**src/rtl/md_pkg.sv**
```systemverilog
// Shared definitions for the position-cell read path.
//  POS_WIDTH : width of one coordinate
//  state_t   : cell streamer sequencer states
//  pos_t     : one RAM position word, {posz, posy, posx}
package md_pkg;

  localparam int POS_WIDTH = 32;

  typedef enum logic [2:0] {
    IDLE,
    RD_CNT,
    WAIT_CNT,
    STREAM,
    DRAIN,
    DONE
  } state_t;

  typedef struct packed {
    logic [POS_WIDTH-1:0] posz;
    logic [POS_WIDTH-1:0] posy;
    logic [POS_WIDTH-1:0] posx;
  } pos_t;

endpackage

```
**src/rtl/pos_skid_fifo.sv**
```systemverilog
// Small synchronous FIFO with a registered head entry.
//  clock, rst_n : clock, async active-low reset
//  push, wdata  : write one entry (caller guarantees not full)
//  pop          : consume head when rvalid
//  rvalid/rdata : registered head entry
//  occ          : entries held, including the head
// A push into an empty FIFO shows on rdata the following cycle; the head
// only changes on a pop or while empty, so it holds under back-pressure.
module pos_skid_fifo #(
  parameter int WIDTH = 105,
  parameter int DEPTH = 4,
  localparam int PW   = $clog2(DEPTH)
) (
  input  logic             clock,
  input  logic             rst_n,
  input  logic             push,
  input  logic [WIDTH-1:0] wdata,
  input  logic             pop,
  output logic             rvalid,
  output logic [WIDTH-1:0] rdata,
  output logic [PW:0]      occ
);

  logic [WIDTH-1:0] ram [DEPTH];
  logic [PW-1:0]    wr_ptr, rd_ptr, rd_ptr_n;
  logic [PW:0]      held, occ_n;
  logic             pop_ok;

  assign pop_ok   = pop && rvalid;
  assign rd_ptr_n = rd_ptr + PW'(pop_ok);
  // entries that stay in the ring after this cycle's pop, before the push
  assign held     = occ - (PW+1)'(pop_ok);
  assign occ_n    = held + (PW+1)'(push);

  always_ff @(posedge clock) begin
    if (push) ram[wr_ptr] <= wdata;
  end

  always_ff @(posedge clock or negedge rst_n) begin
    if (!rst_n) begin
      wr_ptr <= '0;
      rd_ptr <= '0;
      occ    <= '0;
      rvalid <= 1'b0;
      rdata  <= '0;
    end else begin
      if (push) wr_ptr <= wr_ptr + 1'b1;
      rd_ptr <= rd_ptr_n;
      occ    <= occ_n;
      rvalid <= (occ_n != '0);
      // next head is either the word being written now (ring otherwise
      // empty) or the stored entry at the advanced read pointer
      if (held == '0) begin
        if (push) rdata <= wdata;
      end else begin
        rdata <= ram[rd_ptr_n];
      end
    end
  end

endmodule

```
**src/rtl/pos_cell_streamer.sv**
```systemverilog
// Read-side sequencer for one position cell RAM.
// Reads the count word (address 0), then particle words 1..count, and
// streams {pos, pid, last} to the force pipeline over valid/ready.
//  clock, rst_n     : clock, async active-low reset
//  start            : begin a scan (ignored unless idle)
//  busy, done       : scan in progress / 1-cycle completion pulse
//  particle_count   : clamped count from word 0
//  count_err        : raw count exceeded PARTICLE_NUM-1 (sticky to next start)
//  mem_addr/rden/wren, mem_q : RAM read port, 2-cycle read latency
//  out_valid/ready/pos/pid/last : particle stream
module pos_cell_streamer
  import md_pkg::*;
#(
  parameter int DATA_WIDTH   = 96,
  parameter int PARTICLE_NUM = 220,
  parameter int ADDR_WIDTH   = 8,
  parameter int FIFO_DEPTH   = 4
) (
  input  logic                  clock,
  input  logic                  rst_n,
  input  logic                  start,
  output logic                  busy,
  output logic                  done,
  output logic [ADDR_WIDTH-1:0] particle_count,
  output logic                  count_err,
  output logic [ADDR_WIDTH-1:0] mem_addr,
  output logic                  mem_rden,
  output logic                  mem_wren,
  input  logic [DATA_WIDTH-1:0] mem_q,
  output logic                  out_valid,
  input  logic                  out_ready,
  output logic [DATA_WIDTH-1:0] out_pos,
  output logic [ADDR_WIDTH-1:0] out_pid,
  output logic                  out_last
);

  localparam int OCC_W = $clog2(FIFO_DEPTH) + 1;
  localparam int ENT_W = DATA_WIDTH + ADDR_WIDTH + 1;
  localparam logic [ADDR_WIDTH-1:0] MAX_PID = ADDR_WIDTH'(PARTICLE_NUM - 1);
  localparam logic [ADDR_WIDTH-1:0] PID_ONE = ADDR_WIDTH'(1);

  state_t                         state;
  logic                           wait_cnt;
  logic [ADDR_WIDTH-1:0]          next_addr;
  logic [1:0]                     rd_vld;   // read tag shift register
  logic [1:0][ADDR_WIDTH-1:0]     rd_pid;   // pid travelling with each tag
  logic [ADDR_WIDTH-1:0]          raw_cnt, clamped, issue_pid;
  logic                           cnt_over, cnt_hit;
  logic                           first_issue, stream_issue, issue;
  logic                           credit_ok, drain_done;
  logic [OCC_W-1:0]               occ, inflight;
  logic [ENT_W-1:0]               fifo_wdata, fifo_rdata;

  assign mem_wren = 1'b0;

  // count word sits on mem_q in the second WAIT_CNT cycle
  assign raw_cnt  = mem_q[ADDR_WIDTH-1:0];
  assign cnt_hit  = (state == WAIT_CNT) && wait_cnt;
  assign cnt_over = raw_cnt > MAX_PID;
  assign clamped  = cnt_over ? MAX_PID : raw_cnt;

  // Credits: a read goes out only while landed-but-unpopped plus
  // in-flight words leave room in the FIFO, so a push never overflows.
  assign inflight  = OCC_W'(rd_vld[0]) + OCC_W'(rd_vld[1]);
  assign credit_ok = ({1'b0, inflight} + {1'b0, occ}) < (OCC_W+1)'(FIFO_DEPTH);

  // Particle 1 is read in the same cycle the count lands (decoded straight
  // from mem_q) so the first word reaches the output 6 cycles after start.
  // Issue is decoded combinationally so credits see this cycle's occupancy.
  assign first_issue  = cnt_hit && (raw_cnt != '0);
  assign stream_issue = (state == STREAM) && credit_ok;
  assign issue        = first_issue || stream_issue;
  assign issue_pid    = stream_issue ? next_addr : PID_ONE;

  assign mem_rden = (state == RD_CNT) || issue;

  always_comb begin
    mem_addr = '0;
    if (stream_issue)     mem_addr = next_addr;
    else if (first_issue) mem_addr = PID_ONE;
  end

  // finished once nothing is in flight and the FIFO empties this cycle
  assign drain_done = (rd_vld == 2'b00) &&
                      ((occ == '0) || ((occ == OCC_W'(1)) && out_valid && out_ready));

  assign fifo_wdata = {mem_q, rd_pid[1], (rd_pid[1] == particle_count)};
  assign {out_pos, out_pid, out_last} = fifo_rdata;

  pos_skid_fifo #(
    .WIDTH (ENT_W),
    .DEPTH (FIFO_DEPTH)
  ) u_fifo (
    .clock  (clock),
    .rst_n  (rst_n),
    .push   (rd_vld[1]),
    .wdata  (fifo_wdata),
    .pop    (out_ready),
    .rvalid (out_valid),
    .rdata  (fifo_rdata),
    .occ    (occ)
  );

  always_ff @(posedge clock or negedge rst_n) begin
    if (!rst_n) begin
      state          <= IDLE;
      wait_cnt       <= 1'b0;
      next_addr      <= '0;
      rd_vld         <= '0;
      rd_pid         <= '0;
      particle_count <= '0;
      count_err      <= 1'b0;
      busy           <= 1'b0;
      done           <= 1'b0;
    end else begin
      done   <= 1'b0;
      rd_vld <= {rd_vld[0], issue};
      rd_pid <= {rd_pid[0], issue_pid};
      case (state)
        IDLE: begin
          if (start) begin
            state     <= RD_CNT;
            busy      <= 1'b1;
            count_err <= 1'b0;
          end
        end
        RD_CNT: begin
          state    <= WAIT_CNT;
          wait_cnt <= 1'b0;
        end
        WAIT_CNT: begin
          if (!wait_cnt) begin
            wait_cnt <= 1'b1;
          end else begin
            particle_count <= clamped;
            count_err      <= cnt_over;
            if (raw_cnt == '0) begin
              state <= DONE;
              busy  <= 1'b0;
              done  <= 1'b1;
            end else if (clamped == PID_ONE) begin
              state <= DRAIN;  // the only read already went out
            end else begin
              state     <= STREAM;
              next_addr <= ADDR_WIDTH'(2);
            end
          end
        end
        STREAM: begin
          if (stream_issue) begin
            next_addr <= next_addr + 1'b1;
            if (next_addr == particle_count) state <= DRAIN;
          end
        end
        DRAIN: begin
          if (drain_done) begin
            state <= DONE;
            busy  <= 1'b0;
            done  <= 1'b1;
          end
        end
        DONE:    state <= IDLE;
        default: state <= IDLE;
      endcase
    end
  end

endmodule

```
**config.mk**
```make
export PLATFORM = sky130hd
export DESIGN_NAME = pos_cell_streamer
export DESIGN_NICKNAME = d
export VERILOG_FILES = /design/src/rtl/md_pkg.sv /design/src/rtl/pos_skid_fifo.sv /design/src/rtl/pos_cell_streamer.sv
export SDC_FILE = /design/constraint.sdc
export NUM_CORES = 1
export LEC_CHECK = 0
export ABC_AREA = 1
export BUFFER_PORTS_ARGS = -buffer_cell sky130_fd_sc_hd__buf_4
export CAP_MARGIN = 20
export CELL_PAD_IN_SITES_DETAIL_PLACEMENT = 0
export CELL_PAD_IN_SITES_GLOBAL_PLACEMENT = 1
export CORE_ASPECT_RATIO = 1.2
export CORE_MARGIN = 3
export CORE_UTILIZATION = 44
export CTS_CLUSTER_DIAMETER = 100
export CTS_CLUSTER_SIZE = 16
export DETAILED_ROUTE_END_ITERATION = 8
export PLACE_DENSITY_LB_ADDON = 0.2
export SYNTH_ARGS = -nofsm -noshare
export SYNTH_HDL_FRONTEND = slang
export SYNTH_SLANG_ARGS = --single-unit
```
**constraint.sdc**
```tcl
create_clock -name clock -period 3.27 [get_ports clock]
set_clock_uncertainty 0.05 [all_clocks]
set_input_delay 0.8175 -clock clock [delete_from_list [all_inputs] [get_ports clock]]
set_output_delay 0.8175 -clock clock [all_outputs]
set_load 0.005 [all_outputs]
```
After elaboration in Yosys (flattened, before gate mapping)
Memories as Yosys holds them, arrays and structs flattened.
Index checks and enable logic that the tools add are counted.

cells by class
  add/sub/neg operators = 7
  magnitude comparators = 2
  equal/unequal tests = 17
  mux-type cells = 34
  reduce and logical (&&, ||, !) cells = 26

operators by type and width
  kind                                                         number
  2-to-1 mux 105 bit                                           2
  2-to-1 mux 8 bit                                             7
  2-to-1 mux 3 bit                                             7
  equality test 8 bit                                          2
  case mux 8 bit (2 select lines)                              1
  case mux 3 bit (5 select lines)                              1
  AND reduction 5 bit                                          3
  != test 2 bit (second input constant)                        7
  2-to-1 mux 1 bit                                             12
  logical NOT 3 bit                                            3
  adder 8 x 1 -> 8 bit (second input constant)                 1
  equality test 8 x 1 -> 1 bit (second input constant)         1
  > comparator 8 bit (second input constant)                   1
  logical NOT 8 bit                                            1
  nonzero test 8 bit                                           1
  logical AND 1 bit                                            7
  equality test 3 x 1 -> 1 bit (second input constant)         2
  equality test 3 x 2 -> 1 bit (second input constant)         2
  case mux 1 bit (2 select lines)                              3
  nonzero test 2 bit                                           3
  nonzero test 3 bit                                           2
  adder 2 x 3 -> 4 bit                                         1
  less-than comparator 4 x 3 -> 1 bit (second input constant)  1
  != test 2 x 1 -> 1 bit (second input constant)               2
  11 further kinds                                             13

storage, ports and cells
  register bits = 154
  memory bits (writable) = 420
  logic and storage cells = 102
  memories = 1

memories
  name        words  bits a word  read ports  clocked after Yosys merged registers in  wr ports  RTL line             RTL
  u_fifo.ram  4      105          1           0                                        1         pos_skid_fifo.sv:24  logic [WIDTH-1:0] ram [DEPTH];

Depth between registers and ports, before layout
Gate-level depths: netlist (run 1).

  depth in word-level cells = 7
  depth in mapped cells = 12
  mapped depth without buffers = 11

Hierarchy
Synthesis (run 1) repeated with hierarchy kept, for this count alone.

unflattened totals
  cell total of the unflattened synthesis = 2958
  area total of the unflattened synthesis = 26072.5 um2

by module, submodules not included
  module             times used  cells an instance  area an instance (um2)  seq. area each (um2)
  pos_skid_fifo      1           2708               23976.7                 15439.8
  pos_cell_streamer  1           250                2095.8                  1026.0

Worst setup path before layout (run 1)
OpenSTA, ideal clock, no wires.

  kind = reg-to-reg
  start point = register rd_vld[1]
  end point = memory u_fifo.ram[0][0] (enable)
  setup time = 0.459 ns
  arrival time = 2.797 ns
  data required time = 2.761 ns
  path slack = -0.036 ns
  stages on the path, launching flop included = 5
  path buffers = 2
  path through = dfrtp_1 > buf_2 > buf_2 > nand2_1 > inv_1

on the way
  longest elaborated chain between the ends = 2

ends and longest elaborated chain
  element                                 RTL line                  RTL
  start: declaration                      pos_cell_streamer.sv:45   logic [1:0] rd_vld;
  start signal: assignment                pos_cell_streamer.sv:117  rd_vld <= {rd_vld[0], issue};
  2-to-1 mux 1 bit                        pos_skid_fifo.sv:36       if (push) ram[wr_ptr] <= wdata;
  2-to-1 mux 1 bit (implied by the code)  pos_skid_fifo.sv:36
  end: declaration                        pos_skid_fifo.sv:24

No other way between the ends.

Worst setup path after layout (run 1)
  start point = register rd_vld[0]
  end point = output mem_addr[3]

on the way
  longest elaborated chain between the ends = 5

ends and longest elaborated chain
  element                              RTL line                 RTL
  adder 1 x 1 -> 2 bit                 pos_cell_streamer.sv:64  assign inflight = OCC_W'(rd_vld[0]) + OCC_W'(rd_vld[1]);
  adder 2 x 3 -> 4 bit                 pos_cell_streamer.sv:65  assign credit_ok = ({1'b0, inflight} + {1'b0, occ}) < (OCC_W+1)'(FIFO_DEPTH);
  less-than comparator 4 x 3 -> 1 bit  pos_cell_streamer.sv:65
  logical AND 1 bit                    pos_cell_streamer.sv:71  assign stream_issue = (state == STREAM) && credit_ok;
  2-to-1 mux 8 bit                     pos_cell_streamer.sv:79  if (stream_issue) mem_addr = next_addr;
  end: declaration                     pos_cell_streamer.sv:26  output logic [ADDR_WIDTH-1:0] mem_addr,

No other way between the ends.

==> flow_summary.toml, run 1 <==
[run]
max-cap-violations = 0

[clock_network]
cts-hold-fix-buffers = 0
cts_tree = "yes"
cts_buffers = 41
clock-sinks = 574
cts.root.buffer_cell = "clkbuf_16"
max-clock-path-buffers = 3
cts-htree-levels = 2
worstSkewPairLatency_ns = 0.57
postCtsSetupBuffers = 0
cts-resized-gates = 2
clk_pin_slew_worst_paths_ns = 0.08

[final_layout]
layout-drive-gt1-share = 0.188
fin_cells = 2797
layout_commonest_cell = "edfxtp_1"
nets = 2169
syn2layout_area_growth_pct = 15.9
most-common-layout-cells = "edfxtp_1, nand2_1, buf_4"
final_area_mm2 = 0.0274

[place]
place_congestion = 0.779
dp_cells = 2720
post_dp_cell_area_mm2 = 0.0262
hpwlAfterDp_mm = 32.7
io_buffers = 225

[status]
outcome = "finished clean"

[worst_setup_path]
worst-path-max-fanout = 13
arrival_ns = 2.23
slowest_delay_ns = 0.42
cp-startpoint = "rd_vld[0]"
crit-reg2reg-launch = "u_fifo.rvalid"
end_kind = "output pin"
slowest_stage = "dfrtp_1"
crit_chain = "ha_1 > a21oi_1 > o21a_1 > nand2_2 > nor2_1 > buf_4"
critical_path_class = "reg -> out"
critPathRequiredTime_ns = 2.40
startpoint_type = "flip-flop"
cpLargestDelayFamily = "simple AND/OR/NAND/NOR gates"
critPathBufInv = 1

[die]
io_pins = 227
die_w_um = 217
rows = 92
initial_utilization = 0.447
core-area_mm2 = 0.0528
die_h_um = 260
die-area_mm2 = 0.0565

[pwr]
p_leak_nw = 10.7
ir_drop_mv = 1.15
powerDensity_mw_per_mm2 = 960

[drt]
drt_iter0_drc = 815
dr_wl_met3_mm = 2.82
dr_total_vias = 14634
met2_length_mm = 28.4
drtPass1Iterations = 5
routed.top_layer = "met5"
finalWirelength_mm = 56.1
drc = 0
wl_per_cell_um = 20.1
ant_nets = 0
via_per_inst = 5.23
m1WireLength_mm = 23.9

[synthesis]
ys_seq_area_frac = 0.698
synthMuxAreaShare = 0.0464
synthAdderAreaFrac = 0.00583
syn_area_per_cell_um2 = 12.6
synthesis.area_mm2 = 0.0236
synth_cells = 1869
ys_types = 37
yosys.area_share.simple = 0.0887
synth_top_family_by_area = "compound AO/OA/AOI/OAI gates"
synth_fp_nets = 1980
yosys_warnings = 0
synth_compound_area_frac = 0.0944
synth_xor_area_frac = 0.00700
synth-seq-cells = 574

[sta]
finalSetupViolCount = 0
fmax_mhz = 323
fin_crit_sh = 0.947
rsz0062_at_grt = "false"
min_period_ns = 3.10
hold_viol = 0
slew_viol_final = 0
final.setup.tns_ns = 0
relSlewSlack = 0.402
tightestPinTransition_ns = 0.897

[global_route]
grt_usage = 0.198
grt_pass1_wl_mm = 86.9
grt_pass1_vias = 14957
grt_start_max_net_pins = 107
overflow = 0
antenna_found_initial = 4

[hold_path]
hold_class = "in -> async"
## layout make-up
cell class / instances / area, um^2
antenna: 2 / 5.00
clock buffer: 73 / 1160
clock inverter: 2 / 17.5
fill: 4579 / 25500
inverter: 197 / 761
multi-input combinational: 978 / 5750
sequential: 574 / 16500
tap: 705 / 882
timing repair buffer: 266 / 2310
## layer usage
layer / up-vias / track usage
met5: - / 0
li1: 6993 / -
met1: 7259 / 0.259
met2: 313 / 0.344
met4: 4 / 0.0473
met3: 65 / 0.0388
## worst paths after layout
check	slack, ns	end	cells past startpoint
max in group asynchronous	2.24	u_fifo.rdata[90]	2
worst max register to register	0.92	u_fifo.rdata[65]	12
worst min-delay path	0.21	rd_pid[1]	1
worst min register to register	0.30	fifo_wdata[6]	0
min in group clock	0.30	fifo_wdata[6]	0
worst max-delay path	0.17	mem_addr[3]	6
## kinds of logic (layout without fill, tap and decap cells)
family	after synthesis	count (layout)
fa+ha+maj	11	11
simple gates	501	501
mux	103	103
buf+inv	317	538
compound gates	344	344
xor+xnor	18	18
flops	574	574
other cells	1	3
## flip-flops by register name, indices dropped and copies added, names as in the netlist, 2 cells and up
name	cells
u_fifo.ram	420
rd_vld	2
u_fifo.rdata	105
rd_pid	8
state	3
particle_count	8
next_addr	8
fifo_wdata	8
u_fifo.rd_ptr	2
u_fifo.occ	3
u_fifo.wr_ptr	2
## cell usage after synthesis
library cell,number,area [um^2]
buf_2,75,375
o21ai_2,6,52.6
mux2i_1,52,521
mux2_2,51,574
ha_1,11,138
o21a_1,2,15.0
dfrtp_1,154,3850
xor2_1,9,78.8
conb_1,1,3.75
o21ai_0,90,450
o21ai_1,22,110
a21boi_0,1,7.51
nand3_1,121,606
buf_6,6,67.6
buf_4,21,158
nand2_2,4,25.0
nand3b_1,1,7.51
edfxtp_1,420,12600
a21oi_2,1,8.76
nor2_1,75,282
xnor2_1,8,70.1
clkbuf_1,18,67.6
or2_1,1,6.26
nand4_1,6,37.5
o31ai_1,1,7.51
o22ai_1,53,332
a21oi_1,6,30.0
nand2_1,284,1070
o211ai_1,160,1200
a31oi_1,2,12.5
inv_1,195,732
nor2_4,2,22.5
inv_2,2,7.51
nor2_2,1,6.26
or2_2,4,25.0
xnor2_2,1,16.3
nor3_1,2,10.0
## per-stage QoR
step	power, mW	util	hold WS [ns]	worst slack, ns
2_1_floorplan	17.7	-	0.281	0.498
3_3_place_gp	21.6	0.495	0.283	0.468
3_5_place_dp	21.8	0.495	0.285	0.421
4_1_cts	26.7	0.518	0.205	0.0868
5_1_grt	28.2	0.518	0.234	0.0468
6_report	26.3	0.518	0.213	0.175
## power breakdown
group          switching [mW]  internal, mW
Sequential              0.920          9.53
Clock                    2.41          2.41
Combinational            6.45          4.55
## worst register-to-register path, stage by stage, from the launching register on
cell	delay, ns
dfrtp_1	0.42
nand2_1	0.12
inv_1	0.09
ha_1	0.19
ha_1	0.18
or2_1	0.24
nand4_1	0.08
buf_4	0.21
inv_2	0.08
nand2_2	0.09
buf_4	0.30
o211ai_1	0.16
nand2_1	0.09
No activity file was read; power rests on OpenSTA's default activity.
==> inputs of run 2 (changes only) <==
--- a/config.mk
+++ b/config.mk
@@ -12,7 +12,7 @@
 export CELL_PAD_IN_SITES_GLOBAL_PLACEMENT = 1
 export CORE_ASPECT_RATIO = 1.2
 export CORE_MARGIN = 3
-export CORE_UTILIZATION = 44
+export CORE_UTILIZATION = 52
 export CTS_CLUSTER_DIAMETER = 100
 export CTS_CLUSTER_SIZE = 16
 export DETAILED_ROUTE_END_ITERATION = 8
==> constraint.sdc (replaced) <==
create_clock -name clock -period 3.6 [get_ports clock]
set_clock_uncertainty 0.05 [all_clocks]
set_input_delay 0.9 -clock clock [delete_from_list [all_inputs] [get_ports clock]]
set_output_delay 0.9 -clock clock [all_outputs]
set_load 0.005 [all_outputs]
==> run 2 against run 1 <==
  * Non-clock buffer count shrank 8
  * Register-to-register slack gained 0.12 ns
  * Power fell by 9.7%
  * Clock power shrank 8.1%
  * Count of clock-buffer cells in the layout grew 1
  * Critical path type unchanged
  * Critical endpoint is now mem_addr[1]
  * Highest routed layer unchanged
==> flow_summary.toml, run 2 (synthesis results as in run 1) <==
[final_layout]
syn2layout_area_growth_pct = 14.7
layout_commonest_cell = "edfxtp_1"
largest_reg_flops = 420
largest-register = "u_fifo.ram"
most-common-layout-cells = "edfxtp_1, nand2_1, buf_4"
top_regs = "u_fifo.ram (420), u_fifo.rdata (105)"
layout-drive-gt1-share = 0.184
fin_util = 0.610
nets = 2161

[global_route]
grtUsageMet3 = 0.0464
grt_pass1_vias = 14481
top_usage_layer = "met2"
grt_start_max_net_pins = 109
grt.met1_usage = 0.308
overflow = 0
grt_use_met2 = 0.379
antenna_found_initial = 2
grt_usage = 0.225
grt_pass1_wl_mm = 84.8

[place]
hpwlAfterDp_mm = 31.2
place_ws_ns = 0.457
place_congestion = 0.797
io_buffers = 225

[worst_setup_path]
worstReg2RegEnd = "u_fifo.rdata[21]"
slowest_stage = "dfrtp_1"
end_kind = "output pin"
critPathBufInv = 1
crit_chain = "ha_1 > a21oi_1 > o21a_1 > nand2_2 > nor2_1 > buf_4"
worst-path-max-fanout = 13
crit-reg2reg-launch = "u_fifo.rvalid"
critical_path_class = "reg -> out"
startpoint_type = "flip-flop"
critPathRequiredTime_ns = 2.65
cpLargestDelayFamily = "simple AND/OR/NAND/NOR gates"
r2r_slack_ns = 1.04
arrival_ns = 2.41
r2r_cells = 9
slowest_delay_ns = 0.45

[sta]
finalHoldWorstSlack_ns = 0.0815
hold_viol = 0
fmax_mhz = 298
relSlewSlack = 0.347
finalSetupViolCount = 0
setup_ws_ns = 0.242
final.setup.tns_ns = 0
fin_crit_sh = 0.933
rsz0062_at_grt = "false"
min_period_ns = 3.36
slew_viol_final = 0
tightestPinTransition_ns = 0.979

[pwr]
p_int_mw = 14.9
swShare = 0.373
powerDensity_mw_per_mm2 = 876
power_frac_comb = 0.414
p_leak_nw = 10.7
ir_drop_mv = 0.588
pwr-share-clk = 0.187
p_sw_mw = 8.85
seq_power_share = 0.400

[clock_network]
cts_tree = "yes"
cts_buffers = 41
cts.root.buffer_cell = "clkbuf_16"
clock-sinks = 574
clk_pin_slew_worst_paths_ns = 0.07
cts-htree-levels = 2
cts-hold-fix-buffers = 0
max-clock-path-buffers = 3
worstSkewPairLatency_ns = 0.58

[drt]
dr_total_vias = 14774
ant_nets = 0
finalWirelength_mm = 54.4
drt_iter0_drc = 879
drc = 0
wl_per_cell_um = 20.3
drtPass1Iterations = 6
via_per_inst = 5.50

[run]
max-cap-violations = 0

[die]
io_pins = 227
initial_utilization = 0.532
die-area_mm2 = 0.0480
core-area_mm2 = 0.0444
die_h_um = 239
rows = 84
die_w_um = 200

[status]
outcome = "finished clean"

[hold_path]
hold_class = "in -> async"
[run 2: per-stage QoR]
| step | cell area [um^2] | cells | power, mW |
|---|---|---|---|
| floorplan | 23600 | 1869 | 16.1 |
| detailed placement | 25800 | 2609 | 19.5 |
| finish | 27100 | 2685 | 23.7 |
| CTS | 27100 | 2684 | 24.0 |
| global route | 27100 | 2684 | 25.4 |
| global placement | 25800 | 2609 | 19.3 |
[run 2: power groups by stage]
stage          registers (mW)  logic, mW  clock network [mW]
4_1_cts                  9.49       9.95                4.55
3_5_place_dp             9.61       9.90                   0
6_report                 9.48       9.81                4.43
2_1_floorplan            9.42       6.64                   0
3_3_place_gp             9.60       9.68                   0
5_1_grt                  9.61       11.0                4.79
[run 2: worst max path at each step]
stage / from / end / depth (start not counted)
2_1_floorplan: rd_vld[1] / u_fifo.ram[0][0] / 4
3_3_place_gp: out_ready / u_fifo.rdata[0] / 11
3_5_place_dp: out_ready / u_fifo.rdata[21] / 10
4_1_cts: rd_vld[0] / mem_addr[0] / 7
5_1_grt: state[2] / mem_addr[0] / 9
6_report: rd_vld[0] / mem_addr[1] / 6
[run 2: worst reg2reg max path: cells and delay by family (launching register included)]
kind	cells	cell delay [ns]
DFF	1	0.43
and+or+nand+nor	4	0.71
buffers and inverters	3	0.83
adders and majority gates	2	0.49
[run 2: layout make-up]
| class | instances | area, um^2 |
|---|---|---|
| Clock inverter | 1 | 8.76 |
| Multi-Input combinational cell | 978 | 5750 |
| Tap cell | 602 | 753 |
| Fill cell | 3528 | 17300 |
| Inverter | 197 | 751 |
| Clock buffer | 74 | 1200 |
| Sequential cell | 574 | 16500 |
| Timing Repair Buffer | 258 | 2130 |
| Antenna cell | 1 | 2.50 |
[run 2: what timing repair did]
item	CTS	global route
setup buffers	0	0
setup endpoints to repair	0	3
resized for setup	0	1
[run 2: layer usage]
metal  share of wire  wire length [um]
met1            0.43             23500
met2            0.49             26900
met3           0.057              3090
met4           0.016               856
met5         0.00015                 8
==> inputs of run 3 (changes only) <==
--- a/config.mk
+++ b/config.mk
@@ -12,7 +12,8 @@
 export CELL_PAD_IN_SITES_GLOBAL_PLACEMENT = 1
 export CORE_ASPECT_RATIO = 1.2
 export CORE_MARGIN = 3
-export CORE_UTILIZATION = 52
+export CORE_UTILIZATION = 54
+export CTS_BUF_LIST = sky130_fd_sc_hd__clkbuf_8
 export CTS_CLUSTER_DIAMETER = 100
 export CTS_CLUSTER_SIZE = 16
 export DETAILED_ROUTE_END_ITERATION = 8
==> run 3 against run 2 <==
  * Clock power decreased by 30%
  * Sequential power about the same
  * Combinational power increased by 2%
  * Highest routed layer unchanged
  * Via count increased by 0.78%
  * Sequential share of layout area increased by 1.1 points
  * Cell area decreased by 1.7%
  * Die area decreased by 3.6%
  * First-iteration DRC count increased by 5.5%
  * Wire length decreased by 0.91%
  * Cell count decreased by 1.6%
  * Fmax increased by 1.1%
  * Setup slack improved by 0.036 ns
==> flow_summary.toml, run 3 (synthesis results as in run 1) <==
[clock_network]
max-clock-path-buffers = 3
cts_buffers = 41
cts-hold-fix-buffers = 0
clk_pin_slew_worst_paths_ns = 0.10
clock-sinks = 574
postCtsSetupBuffers = 0
cts-htree-levels = 2
cts_tree = "yes"
worstSkewPairLatency_ns = 0.59
cts.root.buffer_cell = "clkbuf_8"

[sta]
fin_crit_sh = 0.923
final.setup.tns_ns = 0
tightestPinTransition_ns = 1.13
slew_viol_final = 0
rsz0062_at_grt = "false"
relSlewSlack = 0.244
hold_viol = 0
finalSetupViolCount = 0
min_period_ns = 3.32
fmax_mhz = 301
setup_ws_ns = 0.278

[worst_setup_path]
startpoint_type = "flip-flop"
critical_path_class = "reg -> out"
arrival_ns = 2.37
worst-path-max-fanout = 13
end_kind = "output pin"
critPathRequiredTime_ns = 2.65

[final_layout]
layout-drive-gt1-share = 0.186
most-common-layout-cells = "edfxtp_1, nand2_1, buf_4"
syn2layout_area_growth_pct = 12.7
largest-register = "u_fifo.ram"
fin_cells = 2642
largest_reg_flops = 420
layout_commonest_cell = "edfxtp_1"
fin_util = 0.619
top_regs = "u_fifo.ram (420), u_fifo.rdata (105)"
nets = 2167

[die]
initial_utilization = 0.549
core-area_mm2 = 0.0430
die_w_um = 197
die_h_um = 235
die-area_mm2 = 0.0462
rows = 83
io_pins = 227

[drt]
ant_nets = 0
dr_total_vias = 14889
drc = 0
drtPass1Iterations = 6
via_per_inst = 5.64
wl_per_cell_um = 20.4
drt_iter0_drc = 927
finalWirelength_mm = 53.9

[place]
place_congestion = 0.817
place_ws_ns = 0.515
dp_cells = 2565
hpwlAfterDp_mm = 31.6
io_buffers = 225

[hold_path]
hold_class = "in -> async"

[global_route]
grt_start_max_net_pins = 107
antenna_found_initial = 3
grt_pass1_wl_mm = 84.0
grt_usage = 0.231
grt_pass1_vias = 14634
overflow = 0

[pwr]
ir_drop_mv = 0.679
p_leak_nw = 10.6
powerDensity_mw_per_mm2 = 848
p_total_mw = 22.5

[run]
max-cap-violations = 0

[status]
outcome = "finished clean"
run 3: cell types whose count changed in the layout (fill, tap and decap cells not counted), moves of 4 or more:
cell,change
clkbuf_16,-43
clkbuf_8,+41
clkbuf_1,-30
inv_1,+30
buf_12,+4
run 3: power breakdown:
group | internal, mW | total (mW) | switching, mW
Clock | 1.10 | 3.11 | 2.01
Sequential | 8.65 | 9.46 | 0.815
Combinational | 4.11 | 9.97 | 5.86
run 3: cell type report:
type                       count  area [um^2]
sequential                   574        16500
fill                        3470        16400
multi-input combinational    978         5750
timing repair buffer         264         2220
inverter                     197          752
tap                          552          691
clock buffer                  42          578
clock inverter                32          128
antenna                        3         7.51
run 3: path summary, 6_finish.rpt:
kind                                from                to  slack (ns)  cells past startpoint
max                            rd_vld[0]       mem_addr[3]        0.28                      6
min                                rst_n  u_fifo.rdata[78]        0.23                      1
max reg2reg                u_fifo.rvalid  u_fifo.rdata[44]        1.13                     11
min reg2reg                    rd_pid[4]     fifo_wdata[5]        0.31                      0
max in group asynchronous          rst_n  u_fifo.rdata[21]        2.39                      2
min in group clock             rd_pid[4]     fifo_wdata[5]        0.31                      0
run 3: what timing repair did:
action / in CTS / in global routing
gates resized for setup: 0 / 2
hold endpoints to repair: 0 / 0
setup endpoints to repair: 0 / 8
run 3: per-stage QoR:
stage,area [um^2],hold WS [ns]
finish,26600,0.225
global route,26600,0.223
CTS,26600,0.201
detailed placement,25900,0.285
global placement,25900,0.283
floorplan,23600,0.281
run 3: critical path: stages (launching register included):
cell and delay (ns):
dfrtp_1 0.48, ha_1 0.33, a21oi_1 0.14, o21a_1 0.20
nand2_2 0.20, nor2_1 0.27, buf_4 0.16
run 3: routing by layer:
layer | vias to the layer above | GRT usage | part of all wire
met2 | 423 | 0.383 | 0.49
met1 | 7435 | 0.324 | 0.43
met3 | 65 | 0.0400 | 0.061
met5 | - | 0 | 0.00017
met4 | 2 | 0.0516 | 0.019
li1 | 6964 | - | -
